===== src/rtl/pwm_ramp_ctrl_if.sv =====
// Register-write port of the PWM ramp controller.
// The master drives one channel configuration per accepted write.
interface pwm_ramp_ctrl_if;
   logic        wr_en;
   logic [1:0]  wr_ch;
   logic [15:0] wr_freq;
   logic [6:0]  wr_duty;
   logic [7:0]  wr_rate;
   logic        wr_ready;

   modport master (
      output wr_en,
      output wr_ch,
      output wr_freq,
      output wr_duty,
      output wr_rate,
      input  wr_ready
   );

   modport slave (
      input  wr_en,
      input  wr_ch,
      input  wr_freq,
      input  wr_duty,
      input  wr_rate,
      output wr_ready
   );
endinterface


===== src/rtl/pwm_ramp_ctrl.sv =====
// Frequency/duty configuration for a 4-channel PWM bank. Duty writes set a target,
// and a tick-driven round-robin scan walks each channel's duty toward it by one step.
module pwm_ramp_ctrl #(
   parameter int unsigned STEP_DIV = 1000
) (
   input  logic          mclk,
   input  logic          reset,
   pwm_ramp_ctrl_if.slave wr,
   output logic [15:0]   pwm_freq1,
   output logic [15:0]   pwm_freq2,
   output logic [15:0]   pwm_freq3,
   output logic [15:0]   pwm_freq4,
   output logic [6:0]    pwm_duty1,
   output logic [6:0]    pwm_duty2,
   output logic [6:0]    pwm_duty3,
   output logic [6:0]    pwm_duty4,
   output logic [3:0]    busy
);

   localparam logic [15:0] TICK_LAST = 16'(STEP_DIV - 1);

   typedef enum logic [2:0] {
      IDLE  = 3'd0,
      SCAN0 = 3'd1,
      SCAN1 = 3'd2,
      SCAN2 = 3'd3,
      SCAN3 = 3'd4
   } state_e;

   state_e      state_q, state_d;
   logic [15:0] tick_cnt_q, tick_cnt_d;
   logic        wr_ready_q, wr_ready_d;
   logic        tick_s;
   logic        visit_en_s;
   logic [1:0]  visit_ch_s;
   logic        wr_acc_s;

   logic [15:0] freq_q[4],     freq_d[4];
   logic [6:0]  target_q[4],   target_d[4];
   logic [6:0]  duty_q[4],     duty_d[4];
   logic [7:0]  rate_q[4],     rate_d[4];
   logic [7:0]  rate_cnt_q[4], rate_cnt_d[4];

   function automatic logic [6:0] clamp_duty(input logic [6:0] d);
      return (d > 7'd100) ? 7'd100 : d;
   endfunction

   // Scheduler tick divider
   always_comb begin
      tick_s = (tick_cnt_q == TICK_LAST);
      if (tick_s) begin
         tick_cnt_d = 16'd0;
      end else begin
         tick_cnt_d = tick_cnt_q + 16'd1;
      end
   end

   // Scan FSM: one channel visited per cycle after each tick
   always_comb begin
      state_d    = state_q;
      visit_en_s = 1'b0;
      visit_ch_s = 2'd0;
      case (state_q)
         IDLE: begin
            if (tick_s) begin
               state_d = SCAN0;
            end else begin
               state_d = IDLE;
            end
         end
         SCAN0: begin
            visit_en_s = 1'b1;
            visit_ch_s = 2'd0;
            state_d    = SCAN1;
         end
         SCAN1: begin
            visit_en_s = 1'b1;
            visit_ch_s = 2'd1;
            state_d    = SCAN2;
         end
         SCAN2: begin
            visit_en_s = 1'b1;
            visit_ch_s = 2'd2;
            state_d    = SCAN3;
         end
         SCAN3: begin
            visit_en_s = 1'b1;
            visit_ch_s = 2'd3;
            state_d    = IDLE;
         end
         default: begin
            state_d = IDLE;
         end
      endcase
      wr_ready_d = (state_d == IDLE);
   end

   // wr_ready_q tracks state_q == IDLE, so writes and visits never coincide
   assign wr_acc_s = wr.wr_en & wr_ready_q;

   // Per-channel configuration writes and ramp stepping
   always_comb begin
      for (int c = 0; c < 4; c++) begin
         freq_d[c]     = freq_q[c];
         target_d[c]   = target_q[c];
         duty_d[c]     = duty_q[c];
         rate_d[c]     = rate_q[c];
         rate_cnt_d[c] = rate_cnt_q[c];
         if (wr_acc_s && (wr.wr_ch == 2'(c))) begin
            freq_d[c]     = wr.wr_freq;
            target_d[c]   = clamp_duty(wr.wr_duty);
            rate_d[c]     = wr.wr_rate;
            rate_cnt_d[c] = 8'd0;
         end else if (visit_en_s && (visit_ch_s == 2'(c))) begin
            if (duty_q[c] == target_q[c]) begin
               rate_cnt_d[c] = 8'd0;
            end else if (rate_q[c] == 8'd0) begin
               duty_d[c] = target_q[c];
            end else if ((rate_cnt_q[c] + 8'd1) >= rate_q[c]) begin
               if (target_q[c] > duty_q[c]) begin
                  duty_d[c] = duty_q[c] + 7'd1;
               end else begin
                  duty_d[c] = duty_q[c] - 7'd1;
               end
               rate_cnt_d[c] = 8'd0;
            end else begin
               rate_cnt_d[c] = rate_cnt_q[c] + 8'd1;
            end
         end else begin
            rate_cnt_d[c] = rate_cnt_q[c];
         end
      end
   end

   // State registers with synchronous reset
   always_ff @(posedge mclk) begin
      if (reset) begin
         state_q    <= IDLE;
         tick_cnt_q <= 16'd0;
         wr_ready_q <= 1'b1;
         for (int c = 0; c < 4; c++) begin
            freq_q[c]     <= 16'd0;
            target_q[c]   <= 7'd0;
            duty_q[c]     <= 7'd0;
            rate_q[c]     <= 8'd0;
            rate_cnt_q[c] <= 8'd0;
         end
      end else begin
         state_q    <= state_d;
         tick_cnt_q <= tick_cnt_d;
         wr_ready_q <= wr_ready_d;
         for (int c = 0; c < 4; c++) begin
            freq_q[c]     <= freq_d[c];
            target_q[c]   <= target_d[c];
            duty_q[c]     <= duty_d[c];
            rate_q[c]     <= rate_d[c];
            rate_cnt_q[c] <= rate_cnt_d[c];
         end
      end
   end

   assign wr.wr_ready = wr_ready_q;
   assign pwm_freq1   = freq_q[0];
   assign pwm_freq2   = freq_q[1];
   assign pwm_freq3   = freq_q[2];
   assign pwm_freq4   = freq_q[3];
   assign pwm_duty1   = duty_q[0];
   assign pwm_duty2   = duty_q[1];
   assign pwm_duty3   = duty_q[2];
   assign pwm_duty4   = duty_q[3];
   assign busy        = {(duty_q[3] != target_q[3]), (duty_q[2] != target_q[2]),
                         (duty_q[1] != target_q[1]), (duty_q[0] != target_q[0])};

endmodule


===== src/flat_wrapper.sv =====
// flat-port wrapper written by rule: the top's interface ports become plain ports
module pwm_ramp_ctrl_flat 
#(
   parameter int unsigned STEP_DIV = 1000
)
  (mclk, reset, pwm_freq1, pwm_freq2, pwm_freq3, pwm_freq4, pwm_duty1, pwm_duty2, pwm_duty3, pwm_duty4, busy, wr_wr_en, wr_wr_ch, wr_wr_freq, wr_wr_duty, wr_wr_rate, wr_wr_ready);
  pwm_ramp_ctrl_if wr_i ();
  input  logic mclk;
  input  logic reset;
  output logic [15:0] pwm_freq1;
  output logic [15:0] pwm_freq2;
  output logic [15:0] pwm_freq3;
  output logic [15:0] pwm_freq4;
  output logic [6:0] pwm_duty1;
  output logic [6:0] pwm_duty2;
  output logic [6:0] pwm_duty3;
  output logic [6:0] pwm_duty4;
  output logic [3:0] busy;
  input wire logic [$bits(wr_i.wr_en)-1:0] wr_wr_en;
  input wire logic [$bits(wr_i.wr_ch)-1:0] wr_wr_ch;
  input wire logic [$bits(wr_i.wr_freq)-1:0] wr_wr_freq;
  input wire logic [$bits(wr_i.wr_duty)-1:0] wr_wr_duty;
  input wire logic [$bits(wr_i.wr_rate)-1:0] wr_wr_rate;
  output wire logic [$bits(wr_i.wr_ready)-1:0] wr_wr_ready;
  assign wr_i.wr_en = wr_wr_en;
  assign wr_i.wr_ch = wr_wr_ch;
  assign wr_i.wr_freq = wr_wr_freq;
  assign wr_i.wr_duty = wr_wr_duty;
  assign wr_i.wr_rate = wr_wr_rate;
  assign wr_wr_ready = wr_i.wr_ready;
  pwm_ramp_ctrl #(.STEP_DIV(STEP_DIV)) u_core (.mclk(mclk), .reset(reset), .wr(wr_i), .pwm_freq1(pwm_freq1), .pwm_freq2(pwm_freq2), .pwm_freq3(pwm_freq3), .pwm_freq4(pwm_freq4), .pwm_duty1(pwm_duty1), .pwm_duty2(pwm_duty2), .pwm_duty3(pwm_duty3), .pwm_duty4(pwm_duty4), .busy(busy));
endmodule

===== config.mk =====
export PLATFORM = sky130hd
export DESIGN_NAME = pwm_ramp_ctrl_flat
export DESIGN_NICKNAME = d
export VERILOG_FILES = /design/src/rtl/pwm_ramp_ctrl_if.sv /design/src/rtl/pwm_ramp_ctrl.sv /design/src/flat_wrapper.sv
export SDC_FILE = /design/constraint.sdc
export NUM_CORES = 1
export LEC_CHECK = 0
export ABC_AREA = 1
export CAP_MARGIN = 20
export CORE_MARGIN = 10
export CORE_UTILIZATION = 45
export CTS_CLUSTER_SIZE = 16
export DETAILED_ROUTE_END_ITERATION = 10
export PLACE_DENSITY = 0.67
export SLEW_MARGIN = 30
export SYNTH_ARGS = -nofsm -noshare
export SYNTH_HDL_FRONTEND = slang
export SYNTH_SLANG_ARGS = --single-unit

===== constraint.sdc =====
create_clock -name mclk -period 2.8 [get_ports mclk]
set_clock_uncertainty 0.15 [all_clocks]
set_input_delay 0.56 -clock mclk [delete_from_list [all_inputs] [get_ports mclk]]
set_output_delay 0.56 -clock mclk [all_outputs]
set_load 0.05 [all_outputs]

==> key figures <==
Yosys
  • Sequential share of the synthesized area: 0.390
  • Mapped Area: 10500 sq um
  • Ys Warns: 0
  • Seq cells post-synth: roughly 200
  • Syn Area/Cell: between 7 and 8 sq um
  • Synth unique cells: 44
  • Post-Synthesis Cells: 1408
  • Syn nets: approximately 1500

Worst setup path
  • Critical path, cell by cell: inv_1 > ha_1 > nand2_2 > nor2_4 > nand4_4 > buf_4
  • Setup CP Type: flip-flop to output port
  • Critical-path maximum fanout: 7
  • Worst setup SP type: flip-flop
  • Max stage delay on crit path: 360 ps
  • CP Capture Type: output port
  • Critical Path RT: 2090 ps
  • Worst path slowest cell: dfxtp_4
  • Crit path DAT: 2000 ps

Timing
  • Tmin final: 2710 ps
  • Final-report hold violation count: 0
  • # setup viols final: 0
  • Slew Limit Headroom: 0.598
  • Worst Tran Pin Value: 602 ps
  • Final setup TNS: 0 ps
  • Final slew viol count: 0
  • Fmax: 0.369 GHz
  • Setup ws final: 92.5 ps
  • Fin crit share: 0.967

Clock network
  • CTS root buffer: clkbuf_16
  • # clock sinks: 204
  • Max clock buf depth: 3
  • H-tree level count: 1
  • CTS tree: yes
  • Total CTS buffers: 23
  • Clock-pin slew on the worst setup and hold paths: 60 ps
  • Clock Latency Late Sink: 510 ps

GRT
  • Largest net degree at the start of global routing: 32
  • Vias in the first global route: 9103
  • Initial antenna violation count: 0
  • GR Overflow Total: 0
  • Total Routing Usage GR: 0.192
  • First-pass GRT wire length: 46.6 mm

Floorplan
  • Die Wd: 172 microns
  • FP Rows: 55
  • Die Y: 172 microns
  • Io pins: ~130
  • Core area: 22800 sq um
  • Initial core utilization: 0.459
  • Die ar.: 29700 sq um

Final layout
  • Layout Area Growth over Synthesis: 27.8%
  • Register area: approximately 4100 sq um
  • Filler cell count: about 2100
  • Share of post-route cells with drive strength above 1: 0.114
  • Final core occ: 0.587
  • Multi-input logic area: 5740 sq um
  • Nets: 1688
  • Finished Cell Area: 13400 sq um
  • Diode count: 0

Hold path
  • Worst Hold Class: flip-flop to flip-flop

Placed design
  • Gpl congestion: 0.876
  • Port buffer count: 132
  • Final HPWL DP: ~21 mm
  • Setup WS pre-CTS: 52.9 ps
  • DP Area: between 10000 and 15000 sq um

Routing
  • Vias per inst: 5.06
  • Post-detailed-route count of antenna-violating nets: 0
  • DR iter-0 viols: about 530
  • Pre-antenna DRT Iters: 5
  • Wire length per cell after detailed routing: approximately 15 microns
  • Remaining DRCs: 0
  • WL final: 29.3 mm
  • Vias: about 9600

Pwr
  • Internal Power: 5.42 mW
  • Clk pwr share: 0.438
  • Switching power as a share of total power: 0.269
  • Pwr Density: 555 nW/um^2
  • Lkg Pwr: 5.85 nW
  • Sequential Power Share: 0.405
  • Logic pwr share: 0.157
  • Psw: 2.00 mW
  • VDD IR max: 0.000500 V

Outcome
  • Run status: finished, final reports clean

Job
  • Maximum capacitance violations: 0
[final timing paths]
| kind | slack [ps] | from | to | depth (start not counted) |
|---|---|---|---|---|
| max reg2reg | 120 | u_core.rate_cnt_q[3][0] | u_core.duty_q[0][27] | 14 |
| max | 90 | u_core.duty_q[0][13] | busy[1] | 6 |
| min | 310 | u_core.freq_q[2][12] | u_core.freq_q[2][12] | 2 |
| min reg2reg | 310 | u_core.freq_q[2][12] | u_core.freq_q[2][12] | 2 |
[metrics by stage]
step                      hold WS [ps]  std cells  power (mW)
final                              307       1892        7.42
after detailed placement           294       1842        4.14
after global placement             287       1842        4.13
after CTS                          310       1883        7.39
after floorplan                    279       1408        3.81
after global routing               323       1892        7.71
[placed cells by master, fill, tap and decap left out, types with 5 or more instances in the layout]
master           count
ha_4                 6
a21oi_1             72
nand2_1            342
bufinv_16            5
nand2_4              5
a21oi_2             11
dfxtp_2             23
clkbuf_16           23
a31oi_1              6
clkdlybuf4s50_1    128
nor2_1              92
buf_4               32
xor2_1              34
dfxtp_1            178
inv_1              191
nor2_2               9
nand3_1             56
ha_1                75
mux2i_1              8
inv_2                8
o22ai_1             46
nor3_2               6
nor3_1              16
nand2_2             14
clkinv_2             5
nor2_4               6
nand4_1             22
o21ai_0             89
clkbuf_1             5
o21ai_1              7
[sequential cells by signal (all words and copies together) (netlist names)]
| signal | count |
|---|---|
| u_core.wr.wr_ready | 1 |
| u_core.rate_cnt_q | 32 |
| u_core.rate_q | 32 |
| u_core.freq_q | 64 |
| u_core.target_q | 28 |
| u_core.state_q | 3 |
| u_core.tick_cnt_q | 16 |
| u_core.duty_q | 28 |
[metal layers]
layer | part of all wire | track usage | vias up
li1 | - | - | 4901
met1 | 0.44 | 0.234 | 4419
met2 | 0.47 | 0.323 | 207
met3 | 0.078 | 0.0625 | 42
met4 | 0.016 | 0.0439 | 0
met5 | 0 | 0 | -
[worst max-delay path: cells and delay by family (launching register included)]
| kind | cells | cell delay (ps) |
|---|---|---|
| fa+ha+maj | 1 | 340 |
| flops | 1 | 360 |
| buf+inv | 2 | 340 |
| simple gates | 3 | 450 |
[kinds of logic after synthesis]
group | synth area share
AO/OA/AOI/OAI | 0.131
XOR/XNOR | 0.0310
adder cells (fa/ha/maj) | 0.109
buffers and inverters | 0.0848
flip-flops | 0.390
multiplexers | 0.00765
AND/OR/NAND/NOR | 0.246
[area by class of cell]
class,count,area share
clock inverters,10,0.0131
multi-input cells,972,0.430
flip-flops and latches,204,0.309
well taps,313,0.0293
inverters,201,0.0566
clock buffers,31,0.0476
repair buffers,161,0.115
[synthesized netlist by cell type (all sizes together)]
cell / number / area share
nor3: 22 / 0.013
nand3b: 3 / 0.0022
mux2i: 8 / 0.0077
clkinv: 1 / 0.00036
o21ai: 96 / 0.046
ha: 85 / 0.10
inv: 200 / 0.072
fa: 4 / 0.0077
a31oi: 6 / 0.0036
nand4: 26 / 0.019
nand3: 58 / 0.028
o211ai: 4 / 0.0029
o22ai: 46 / 0.028
nand2: 362 / 0.13
nor4b: 1 / 0.00084
xor2: 35 / 0.029
a21oi: 84 / 0.044
a21o: 4 / 0.0029
xnor2: 2 / 0.0017
and3: 2 / 0.0012
o21a: 1 / 0.00072
buf: 11 / 0.0055
dfxtp: 204 / 0.39
a21boi: 1 / 0.00072
nor2: 108 / 0.043
nor4: 1 / 0.00060
nor3b: 4 / 0.0029
or2: 5 / 0.0030
clkbuf: 20 / 0.0072
o21bai: 4 / 0.0029
[power by group through the flow]
stage | registers [mW] | logic (mW) | clock network, mW
2_1_floorplan | 3.17 | 0.641 | 0
3_3_place_gp | 3.06 | 1.07 | 0
3_5_place_dp | 3.06 | 1.08 | 0
4_1_cts | 3.00 | 1.09 | 3.31
5_1_grt | 3.01 | 1.28 | 3.43
6_report | 3.00 | 1.17 | 3.25
[repair_timing]
item                                    CTS  global route
gates resized for setup                   0            49
endpoints found under the setup margin    0            52
buffers inserted                          0             9
endpoints found under the hold margin     0             0
hold buffers                              0             0
(Power assumes the default switching activity.)
